## config.mk

```make
export PLATFORM = sky130hd
export DESIGN_NAME = imm_extend_pipe
export DESIGN_NICKNAME = d
export VERILOG_FILES = /design/src/rtl/imm_extend_pipe_pkg.sv /design/src/rtl/imm_extend_pipe_core.sv /design/src/rtl/imm_extend_pipe.sv
export SDC_FILE = /design/constraint.sdc
export NUM_CORES = 1
export LEC_CHECK = 0
export ABC_AREA = 1
export CAP_MARGIN = 40
export CORE_MARGIN = 1
export CORE_UTILIZATION = 45
export CTS_CLUSTER_SIZE = 40
export DETAILED_ROUTE_END_ITERATION = 10
export PLACE_DENSITY = 0.8
export REMOVE_ABC_BUFFERS = 1
export SLEW_MARGIN = 20
export SYNTH_ARGS = -nofsm -noshare
export SYNTH_HDL_FRONTEND = slang
export SYNTH_HIERARCHICAL = 1
export SYNTH_SLANG_ARGS = --single-unit
```

## constraint.sdc

```tcl
create_clock -name clock -period 1.92 [get_ports clock]
set_input_delay 0.288 -clock clock [delete_from_list [all_inputs] [get_ports clock]]
set_output_delay 0.288 -clock clock [all_outputs]
set_load 0.03 [all_outputs]
```

## src/rtl/imm_extend_pipe_pkg.sv

```systemverilog
// Shared processor definitions for the immediate-extension path.
// Holds the extension mode encodings used by the pipe and its core.
package imm_extend_pipe_pkg;

   localparam int unsigned MODE_W = 2;

   typedef enum logic [MODE_W-1:0] {
      MODE_SEXT     = 2'd0,
      MODE_ZEXT     = 2'd1,
      MODE_SEXT_SHL = 2'd2,
      MODE_UPPER    = 2'd3
   } imm_mode_e;

endpackage

```

## src/rtl/imm_extend_pipe_core.sv

```systemverilog
// Combinational immediate extension: sign, zero, shifted-sign and upper-placement modes.
// Purely combinational; registered by imm_extend_pipe.
module imm_extend_core
   import imm_extend_pipe_pkg::*;
#(
   parameter int IN_W  = 17,
   parameter int OUT_W = 32,
   parameter int SHIFT = 2
) (
   input  logic [IN_W-1:0]   in_data,
   input  logic [MODE_W-1:0] in_mode,
   output logic [OUT_W-1:0]  out_data
);

   logic [OUT_W-1:0] sext;
   logic [OUT_W-1:0] zext;
   logic [OUT_W-1:0] upper;

   assign sext  = {{(OUT_W-IN_W){in_data[IN_W-1]}}, in_data};
   assign zext  = {{(OUT_W-IN_W){1'b0}}, in_data};
   assign upper = {in_data, {(OUT_W-IN_W){1'b0}}};

   always_comb begin
      out_data = '0;
      case (imm_mode_e'(in_mode))
         MODE_SEXT:     out_data = sext;
         MODE_ZEXT:     out_data = zext;
         MODE_SEXT_SHL: out_data = sext << SHIFT;
         MODE_UPPER:    out_data = upper;
         default:       out_data = '0;
      endcase
   end

endmodule

```

## src/rtl/imm_extend_pipe.sv

```systemverilog
// Immediate extension with valid/ready handshake and a 2-entry in-order result buffer.
// Extension happens at accept time, so later in_mode/in_data changes never touch stored results.
module imm_extend_pipe
   import imm_extend_pipe_pkg::*;
#(
   parameter int IN_W  = 17,
   parameter int OUT_W = 32,
   parameter int SHIFT = 2
) (
   input  logic              clock,
   input  logic              reset,
   input  logic              in_valid,
   output logic              in_ready,
   input  logic [IN_W-1:0]   in_data,
   input  logic [MODE_W-1:0] in_mode,
   output logic              out_valid,
   input  logic              out_ready,
   output logic [OUT_W-1:0]  out_data
);

   logic [1:0]       count;
   logic [OUT_W-1:0] entry_head;
   logic [OUT_W-1:0] entry_tail;
   logic [OUT_W-1:0] ext;
   logic             accept;
   logic             pop;

   imm_extend_core #(
      .IN_W  (IN_W),
      .OUT_W (OUT_W),
      .SHIFT (SHIFT)
   ) u_core (
      .in_data  (in_data),
      .in_mode  (in_mode),
      .out_data (ext)
   );

   assign in_ready  = (count < 2'd2) & ~reset;
   assign out_valid = (count != 2'd0);
   assign out_data  = entry_head;
   assign accept    = in_valid & in_ready;
   assign pop       = out_valid & out_ready;

   // Head always holds the oldest result; tail is cleared on pop so an empty buffer reads zero.
   always_ff @(posedge clock) begin
      if (reset) begin
         count      <= '0;
         entry_head <= '0;
         entry_tail <= '0;
      end else begin
         case ({accept, pop})
            2'b10: begin
               if (count == 2'd0) entry_head <= ext;
               else               entry_tail <= ext;
               count <= count + 2'd1;
            end
            2'b01: begin
               entry_head <= entry_tail;
               entry_tail <= '0;
               count      <= count - 2'd1;
            end
            2'b11: begin
               // Only reachable with count==1: the popped head is replaced by the new result.
               entry_head <= ext;
               entry_tail <= '0;
            end
            default: ;
         endcase
      end
   end

endmodule

```

* Yosys cells after proc, flatten, opt, wreduce, memory -nomap -nowiden
Index checks and enable logic that the tools add are counted.
** Storage, ports and cells
- Input port bits :: 23
- Register bits after elaboration :: 66
- Memory bits (read-only) :: 0
- Bits in latches :: 0
- Memories :: 0
- Bits in writable memories :: 0
- Logic and storage cells :: 33
- Output and inout bits :: 34
** Operators by class
- $mul :: 0
- Divide/modulo/power cells :: 0
- Bitwise operators :: 4
- Order comparisons :: 1
- Shift-type cells :: 0
- Eq/ne operators :: 8
- Reduce and logical (&&, ||, !) cells :: 9
- Mux-type cells :: 6
- $add $sub $neg :: 2
** Operators with widths (count)
- 32-bit one-hot mux with 4 select lines :: 1
- 32-bit one-hot mux with 3 select lines :: 1
- 32-bit two-way mux :: 2
- 32-bit one-hot mux with 2 select lines :: 1
- 2-bit == test (second input constant) :: 4
- 2-bit nonzero test :: 3
- 2-bit by 1-bit == test with 1-bit output (second input constant) :: 2
- 2-bit zero test :: 2
- 2-bit != test (second input constant) :: 2
- 2-bit one-hot mux with 2 select lines :: 1
- 2-bit AND reduction :: 2
- 1-bit AND :: 3
- 3-bit nonzero test :: 1
- 2-bit by 1-bit adder with 2-bit output (second input constant) :: 1
- 2-bit < comparator (second input constant) :: 1
- 2-bit OR reduction :: 1
- 2-bit by 1-bit subtractor with 2-bit output (second input constant) :: 1
- 1-bit inverter :: 1

* Longest topological paths before layout
Gate-level depths: netlist of run 1.
- Depth after elaboration :: 7
- Depth in mapped cells :: 13
- Mapped depth without buffers :: 11

* By module
The synthesis of run 1 kept the hierarchy.
** By module, submodules not included
- imm_extend_pipe :: cells an instance 482, area each 3315.7 sq um, times used 1, seq. area each 1321.3 sq um
- imm_extend_core :: cells an instance 93, area each 489.2 sq um, times used 1, seq. area each 0.0 sq um

* Worst setup path before layout of run 1
No wires, ideal clock.
- Path kind :: register to register
- From :: register count[0]
- To :: register entry_head[21], in the netlist out_data[21]
- Stages on the path, launching flop included :: 14
- Arrival :: 1731 ps
- Library setup time :: 113 ps
- Slack :: 76 ps
- Data required time :: 1807 ps
- Path buffers :: 3
- Period minus slack after synthesis :: 1844 ps
- Cells stage by stage :: dfxtp_1 -> inv_2 -> nand2_4 -> nand2_2 -> buf_6 -> buf_6 -> inv_1 -> ha_1 -> clkinv_1 -> clkbuf_1 -> nand2_1 -> nand2_1 -> a21oi_2 -> nor2_1
** On the way
- Cells in the longest elaborated chain, start to end :: 6
- Elaborated cells on any way between the ends :: 13
- Those cells by class :: order compare: 1; eq/ne: 4; mux: 1; bitwise: 3; reduce/logical: 4
** RTL lines
- start: declaration :: line imm_extend_pipe.sv:21 : logic [1:0] count;
- start signal: assignment :: line imm_extend_pipe.sv:55 : count <= count + 2'd1;
- start signal: assignment :: line imm_extend_pipe.sv:60 : count <= count - 2'd1;
- 2-bit < comparator :: line imm_extend_pipe.sv:38 : assign in_ready = (count < 2'd2) & ~reset;
- 1-bit AND :: line imm_extend_pipe.sv:38
- 1-bit AND :: line imm_extend_pipe.sv:41 : assign accept = in_valid & in_ready;
- 2-bit == test or 2-bit by 1-bit == test with 1-bit output (tied branches) :: line imm_extend_pipe.sv:51 : case ({accept, pop})
- 2-bit != test (no source line) or 3-bit nonzero test (tied branches)
- 2-bit AND reduction (no source line)
- end signal: assignment :: line imm_extend_pipe.sv:53 : if (count == 2'd0) entry_head <= ext;
- end signal: assignment :: line imm_extend_pipe.sv:58 : entry_head <= entry_tail;
- end signal: assignment :: line imm_extend_pipe.sv:64 : entry_head <= ext;
- end: declaration :: line imm_extend_pipe.sv:22 : logic [OUT_W-1:0] entry_head;
Several ways; a longest one is shown, not always the timed one.
A chain may end at the register's enable or synchronous reset.

* Final worst setup path of run 1
- From :: register entry_head[23], in the netlist out_data[23]
- To :: output out_data[23]
** RTL lines
- end: declaration :: line imm_extend_pipe.sv:18 : output logic [OUT_W-1:0] out_data
No word-level cell between the ends.

==> results.yml, run 1 <==
finish:
  final_cell_area_sq_mm: 0.004679
  diodes: 0
  syn2layout_area_growth_pct: 22.99
  drive_above_1_share_pct: 11.90
  fill_cells: 778
  final_common_cell: "nand2_1"
  final_cell_mix: "nand2_1, nand3_1, dfxtp_1"
  fin_nets: 651
worst_setup_path:
  cp_num_cells: 1
  critical_path_class: "reg -> out"
  r2r-start: "count[0]$_SDFFE_PP0P_"
  cp_cell_sequence: "clkdlybuf4s50_1"
  endpoint_kind: "output pin"
  crit_fanout: 2
  slowest_stage: "clkdlybuf4s50_1"
  reg2reg_depth: 10
  worst-path-buf-inv: 1
  cp.arrival_ns: 1.41
  reg2reg_slack_ns: 0.27
  cpPeakStageDelay_ns: 0.68
  required_ns: 1.63
  crit_family: "buffers and inverters"
  r2r-end: "out_data[6]$_SDFFE_PP0P_"
  crit_path_start_kind: "register"
  startpoint: "out_data[23]$_SDFFE_PP0P_"
synthesis:
  synth.distinct_cells: 24
  synth_area_leaders: "dfxtp_1, nand2_1, nand3_1, a21oi_1, inv_1"
  synth_top_cell_area_share_pct: 34.73
  netlist_area_sq_mm: 0.003805
  ys_seq_area_share_pct: 34.73
  netlist_instances: 575
  yosysTopAreaCell: "dfxtp_1"
  avgSynthCellArea_sq_um: 6.617
  synth_seq_cells: 66
  yosysWarnings: 6
detailed_routing:
  wl_met2_um: 4551
  vias: 3874
  wl_met3_um: 632
  vias_per_cell: 5.271
  drtIter0Drc: 312
  drc: 0
  ant_nets: 0
  met1_length_um: 4396
  dr.pass1.iters: 5
  highest_layer: "met4"
  totalWireLength_um: 9733
  wl_per_cell_um: 13.24
place:
  finalWeightedCongestion: 0.9046
  portBuffers: 56
  place_ws_ns: -0.08583
  dp_hpwl_um: 6696
  postPlaceCellArea_sq_mm: 0.004459
cts:
  cts-resized-gates: 0
  post_cts_buffers: 0
  cts_tree: "done"
  clock-sinks: 66
  cts_buffers: 9
  insertion_delay_ns: 0.36
  max-clock-path-buffers: 2
  cts-root-buf: "clkbuf_8"
  htreeDepth: 3
  path_clk_slew_ns: 0.07
  cts_hold_repair.buffers: 0
power:
  netSwitchingPower_mw: 1.723
  powerDensity_mw_per_mm2: 994.7
  p_int_mw: 2.932
  ir_worst_vdd_mv: 0.5447
  p_clk_share_pct: 27.8
  seqPwrFrac_pct: 34.5
  switching_share_pct: 37.01
  leakagePower_nw: 2.063
  combPwrFrac_pct: 37.8
sta:
  hold_ws_ns: 0.4631
  clock.fmax_mhz: 589.7
  fin_ws_ns: 0.2242
  fin_setup_tns_ns: 0
  report.final.slew_viol_count: 0
  hold_viol: 0
  setup_viol: 0
  fin_crit_ns: 1.696
  skew_ns: 0.008518
  worst_pin_slew_ns: 0.3205
  finalCritPeriodShare_pct: 88.32
  relSlewSlack_pct: 78.60
  rsz0062_at_grt: "false"
floorplan:
  start_util_pct: 46.31
  die_h_um: 93.95
  dieWidth_um: 93.95
  dieArea_sq_mm: 0.008827
  rows: 33
  core_area_sq_mm: 0.008217
  num_io_pins: 57
global_routing:
  antenna_found_initial: 0
  grt_pass1_vias: 3424
  grt_max_degree: 66
  grt.overflow.total: 0
  grt_pass1_wl_um: 16080
  grt_usage_pct: 23.50
min_path:
  holdCritStartpoint: "entry_tail[11]$_SDFFE_PP0P_"
  hold_class: "reg -> reg"
  hold_path_depth: 2
  worstHoldEndpoint: "entry_tail[11]$_SDFFE_PP0P_"
job:
  maxCapViolCount: 0
status:
  status: "finished clean"
worst max path at each step:
stage	to	slack, ns
after detailed placement	entry_tail[23]$_SDFFE_PP0P_	-0.09
after floorplan	entry_tail[0]$_SDFFE_PP0P_	-1.10
final	out_data[23]	0.22
after global placement	entry_tail[15]$_SDFFE_PP0P_	-0.03
after CTS	out_valid	0.05
after global routing	count[1]$_SDFFE_PP0P_	0.09
power by group through the flow:
stage | logic [mW] | registers (mW) | clock network, mW
floorplan | 0.794 | 1.89 | 0
global placement | 1.72 | 1.63 | 0
detailed placement | 1.75 | 1.64 | 0
CTS | 1.76 | 1.61 | 1.31
global route | 1.93 | 1.62 | 1.37
finish | 1.76 | 1.60 | 1.29
stage by stage:
| stage | cells | util, % | total power [mW] |
|---|---|---|---|
| 2_1_floorplan | 530 | - | 2.687 |
| 6_report | 735 | 56.95 | 4.655 |
| 3_5_place_dp | 719 | 54.27 | 3.385 |
| 5_1_grt | 735 | 56.95 | 4.919 |
| 3_3_place_gp | 719 | 54.27 | 3.356 |
| 4_1_cts | 735 | 56.92 | 4.678 |
routing by layer:
metal | global-route usage [%] | up-vias
met5 | 0 | -
met4 | 8.590 | 0
met2 | 38.02 | 153
li1 | - | 1957
met3 | 5.906 | 16
met1 | 30.05 | 1748
synth_stat cells (all sizes together):
cell type and n:
inv 59, a21oi 65, nor2 38, buf 37, ha 3, nand2 167
o21ai 24, nand4 27, clkbuf 8, dfxtp 66, clkinv 3, nand3 78
cells by family after synthesis:
| kind of cell | count (synthesis) | share of synthesized area, % |
|---|---|---|
| compound gates | 89 | 13.58 |
| buf+inv | 107 | 14.60 |
| flops | 66 | 34.73 |
| fa+ha+maj | 3 | 0.9866 |
| simple gates | 310 | 36.11 |
final cells by class:
| class | count | area [sq um] | area share, % |
|---|---|---|---|
| timing repair buffer | 84 | 845.8 | 18.07 |
| tap | 105 | 131.4 | 2.807 |
| clock buffer | 9 | 123.9 | 2.647 |
| sequential | 66 | 1321 | 28.24 |
| inverter | 62 | 235.2 | 5.027 |
| clock inverter | 7 | 93.84 | 2.005 |
| multi-input combinational | 402 | 1928 | 41.20 |
worst register-to-register path, delay by kind of cell (launching register included):
| kind | cells | cell delay (ns) |
|---|---|---|
| buf+inv | 3 | 0.36 |
| fa+ha+maj | 1 | 0.26 |
| flops | 1 | 0.34 |
| compound gates | 2 | 0.27 |
| simple gates | 4 | 0.34 |
state kept, by name (all words and copies together), names as in the netlist:
name        cells
entry_tail     32
count           2
out_data       32
Power figures use the tool's default switching activity.
==> run 2, diff against run 1 <==
--- a/config.mk
+++ b/config.mk
@@ -11,10 +11,9 @@
 export CORE_UTILIZATION = 45
 export CTS_CLUSTER_SIZE = 40
 export DETAILED_ROUTE_END_ITERATION = 10
-export PLACE_DENSITY = 0.8
+export PLACE_DENSITY = 0.81
 export REMOVE_ABC_BUFFERS = 1
 export SLEW_MARGIN = 20
 export SYNTH_ARGS = -nofsm -noshare
 export SYNTH_HDL_FRONTEND = slang
-export SYNTH_HIERARCHICAL = 1
 export SYNTH_SLANG_ARGS = --single-unit
==> run 2 against run 1 <==
Compared with the run above:
- hold slack gained 0.0019 ns
- combinational power down 3%
- non-clock buffer count down 3
- final area decreased by 8.7%
- sequential cell count is the same
- via count is 11% lower
- fmax fell by 3.0%
- utilization increased by 1.6 points
- wire length fell by 11%
- largest cell class unchanged
==> results.yml, run 2 <==
detailed_routing:
  totalWireLength_um: 8656
  wl_per_cell_um: 13.20
  ant_nets: 0
  drc: 0
  vias_per_cell: 5.247
  vias: 3442
  dr.pass1.iters: 5
  drtIter0Drc: 239
floorplan:
  core_area_sq_mm: 0.007292
  rows: 31
  dieArea_sq_mm: 0.007915
  num_io_pins: 57
  dieWidth_um: 88.97
  die_h_um: 88.97
  start_util_pct: 46.67
worst_setup_path:
  endpoint_kind: "register"
  critical_path_class: "reg -> reg"
  crit_fanout: 11
  reg2reg_depth: 8
  cp.arrival_ns: 1.96
  crit_path_start_kind: "register"
  required_ns: 2.14
place:
  place_ws_ns: -0.1456
  postPlaceCellArea_sq_mm: 0.004094
  dp_hpwl_um: 5955
  dp.cells: 640
  finalWeightedCongestion: 0.8408
  portBuffers: 56
synthesis:
  yosysTopAreaCell: "dfxtp_1"
  ys_seq_area_share_pct: 38.82
  synth.distinct_cells: 27
  synth_commonest_cells: "nand2_1, dfxtp_1, nand3_1, a21oi_1, nor2_1"
  synth_area_leaders: "dfxtp_1, nand2_1, nand3_1, a21oi_1, nand3b_1"
  ys.flop_type: "dfxtp_1"
  synth-async-reset-ratio_pct: 0
  netlist_area_sq_mm: 0.003403
  synth_edf_count: 0
  synth_top_cell_area_share_pct: 38.82
  yosysWarnings: 0
  synth_seq_cells: 66
  yosysMostFrequentCell: "nand2_1"
  netlist_instances: 498
  avgSynthCellArea_sq_um: 6.834
cts:
  max-clock-path-buffers: 2
  cts_buffers: 9
  clock-sinks: 66
  htreeDepth: 3
  path_clk_slew_ns: 0.07
  insertion_delay_ns: 0.35
  cts_hold_repair.buffers: 0
  cts-root-buf: "clkbuf_8"
  cts_tree: "done"
sta:
  hold_viol: 0
  skew_ns: 0.004263
  worst_pin_slew_ns: 0.5104
  fin_crit_ns: 1.747
  report.final.slew_viol_count: 0
  clock.fmax_mhz: 572.3
  rsz0062_at_grt: "false"
  finalCritPeriodShare_pct: 91.01
  fin_ws_ns: 0.1726
  setup_viol: 0
  relSlewSlack_pct: 65.88
job:
  maxCapViolCount: 0
finish:
  final_cell_mix: "nand2_1, dfxtp_1, nand3_1"
  fin_nets: 577
  fin_cells: 656
  syn2layout_area_growth_pct: 25.51
  drive_above_1_share_pct: 9.336
  diodes: 0
  final_cell_area_sq_mm: 0.004272
  fin_util_pct: 58.58
  final_common_cell: "nand2_1"
power:
  powerDensity_mw_per_mm2: 1043
  leakagePower_nw: 1.799
  ir_worst_vdd_mv: 0.7052
  finalPower_mw: 4.453
global_routing:
  grt_pass1_wl_um: 14100
  antenna_found_initial: 0
  grt.overflow.total: 0
  grt_usage_pct: 23.13
  grt_max_degree: 39
  grt_pass1_vias: 3092
min_path:
  hold_path_depth: 2
  hold_class: "reg -> reg"
status:
  status: "finished clean"
run 2: changes by cell type after synthesis, moves of 12 or more:
cell,change
nand2_1,+13
a21boi_0,+14
nand4_1,-27
nand3_1,-12
inv_1,-47
a21oi_2,-18
nand3b_1,+16
run 2: per-layer routing:
metal	global-route usage [%]	routed length [um]	up-vias
met1	28.79	3905	1590
met3	5.725	459	18
met4	7.071	168	0
li1	-	-	1729
met2	39.72	4123	105
met5	0	0	-
run 2: metrics by stage:
| stage | hold WS [ns] | TNS [ns] |
|---|---|---|
| 2_1_floorplan | 0.3571 | -44.87 |
| 6_report | 0.4649 | 0 |
| 3_5_place_dp | 0.4531 | -3.215 |
| 4_1_cts | 0.4640 | 0 |
| 5_1_grt | 0.4881 | 0 |
| 3_3_place_gp | 0.4473 | -1.220 |
run 2: logic make-up after synthesis:
family | after synthesis | share of synthesized area [%]
simple gates | 294 | 38.13
compound gates | 85 | 13.97
flops | 66 | 38.82
buf+inv | 50 | 8.088
fa+ha+maj | 2 | 0.7352
xor+xnor | 1 | 0.2574
run 2: power by group:
group          leakage, nW  internal (mW)  switching [mW]
Combinational         1.17          0.679            1.03
Sequential           0.538           1.55           0.101
Clock               0.0914          0.597           0.503
run 2: final timing paths:
path	from	to	slack, ns
worst min-delay path	entry_tail[30]$_SDFFE_PP0P_	entry_tail[30]$_SDFFE_PP0P_	0.46
worst max register to register	count[0]$_SDFFE_PP0P_	out_data[12]$_SDFFE_PP0P_	0.17
worst min register to register	entry_tail[30]$_SDFFE_PP0P_	entry_tail[30]$_SDFFE_PP0P_	0.46
worst max-delay path	count[0]$_SDFFE_PP0P_	out_data[12]$_SDFFE_PP0P_	0.17
run 2: what timing repair did:
| action | CTS | global route |
|---|---|---|
| resized for setup | 1 | 0 |
| setup endpoints to repair | 1 | 0 |
| hold endpoints to repair | 0 | 0 |
| setup buffers | 0 | 0 |
run 2: worst max-delay path, cell delays in order (launching register included):
cell and delay (ns):
dfxtp_1 0.48, o21ai_2 0.11, inv_1 0.07, ha_1 0.22, clkinv_1 0.12, buf_4 0.18
or2_2 0.28, nand3_1 0.09, a21oi_1 0.07
run 2: cell type report:
cell class / count / area, sq um
Fill cell: 709 / 3020
Multi-Input combinational cell: 382 / 1807
Sequential cell: 66 / 1321
Timing Repair Buffer: 81 / 794.5
Clock buffer: 13 / 138.9
Tap cell: 99 / 123.9
Inverter: 12 / 46.29
Clock inverter: 3 / 40.04
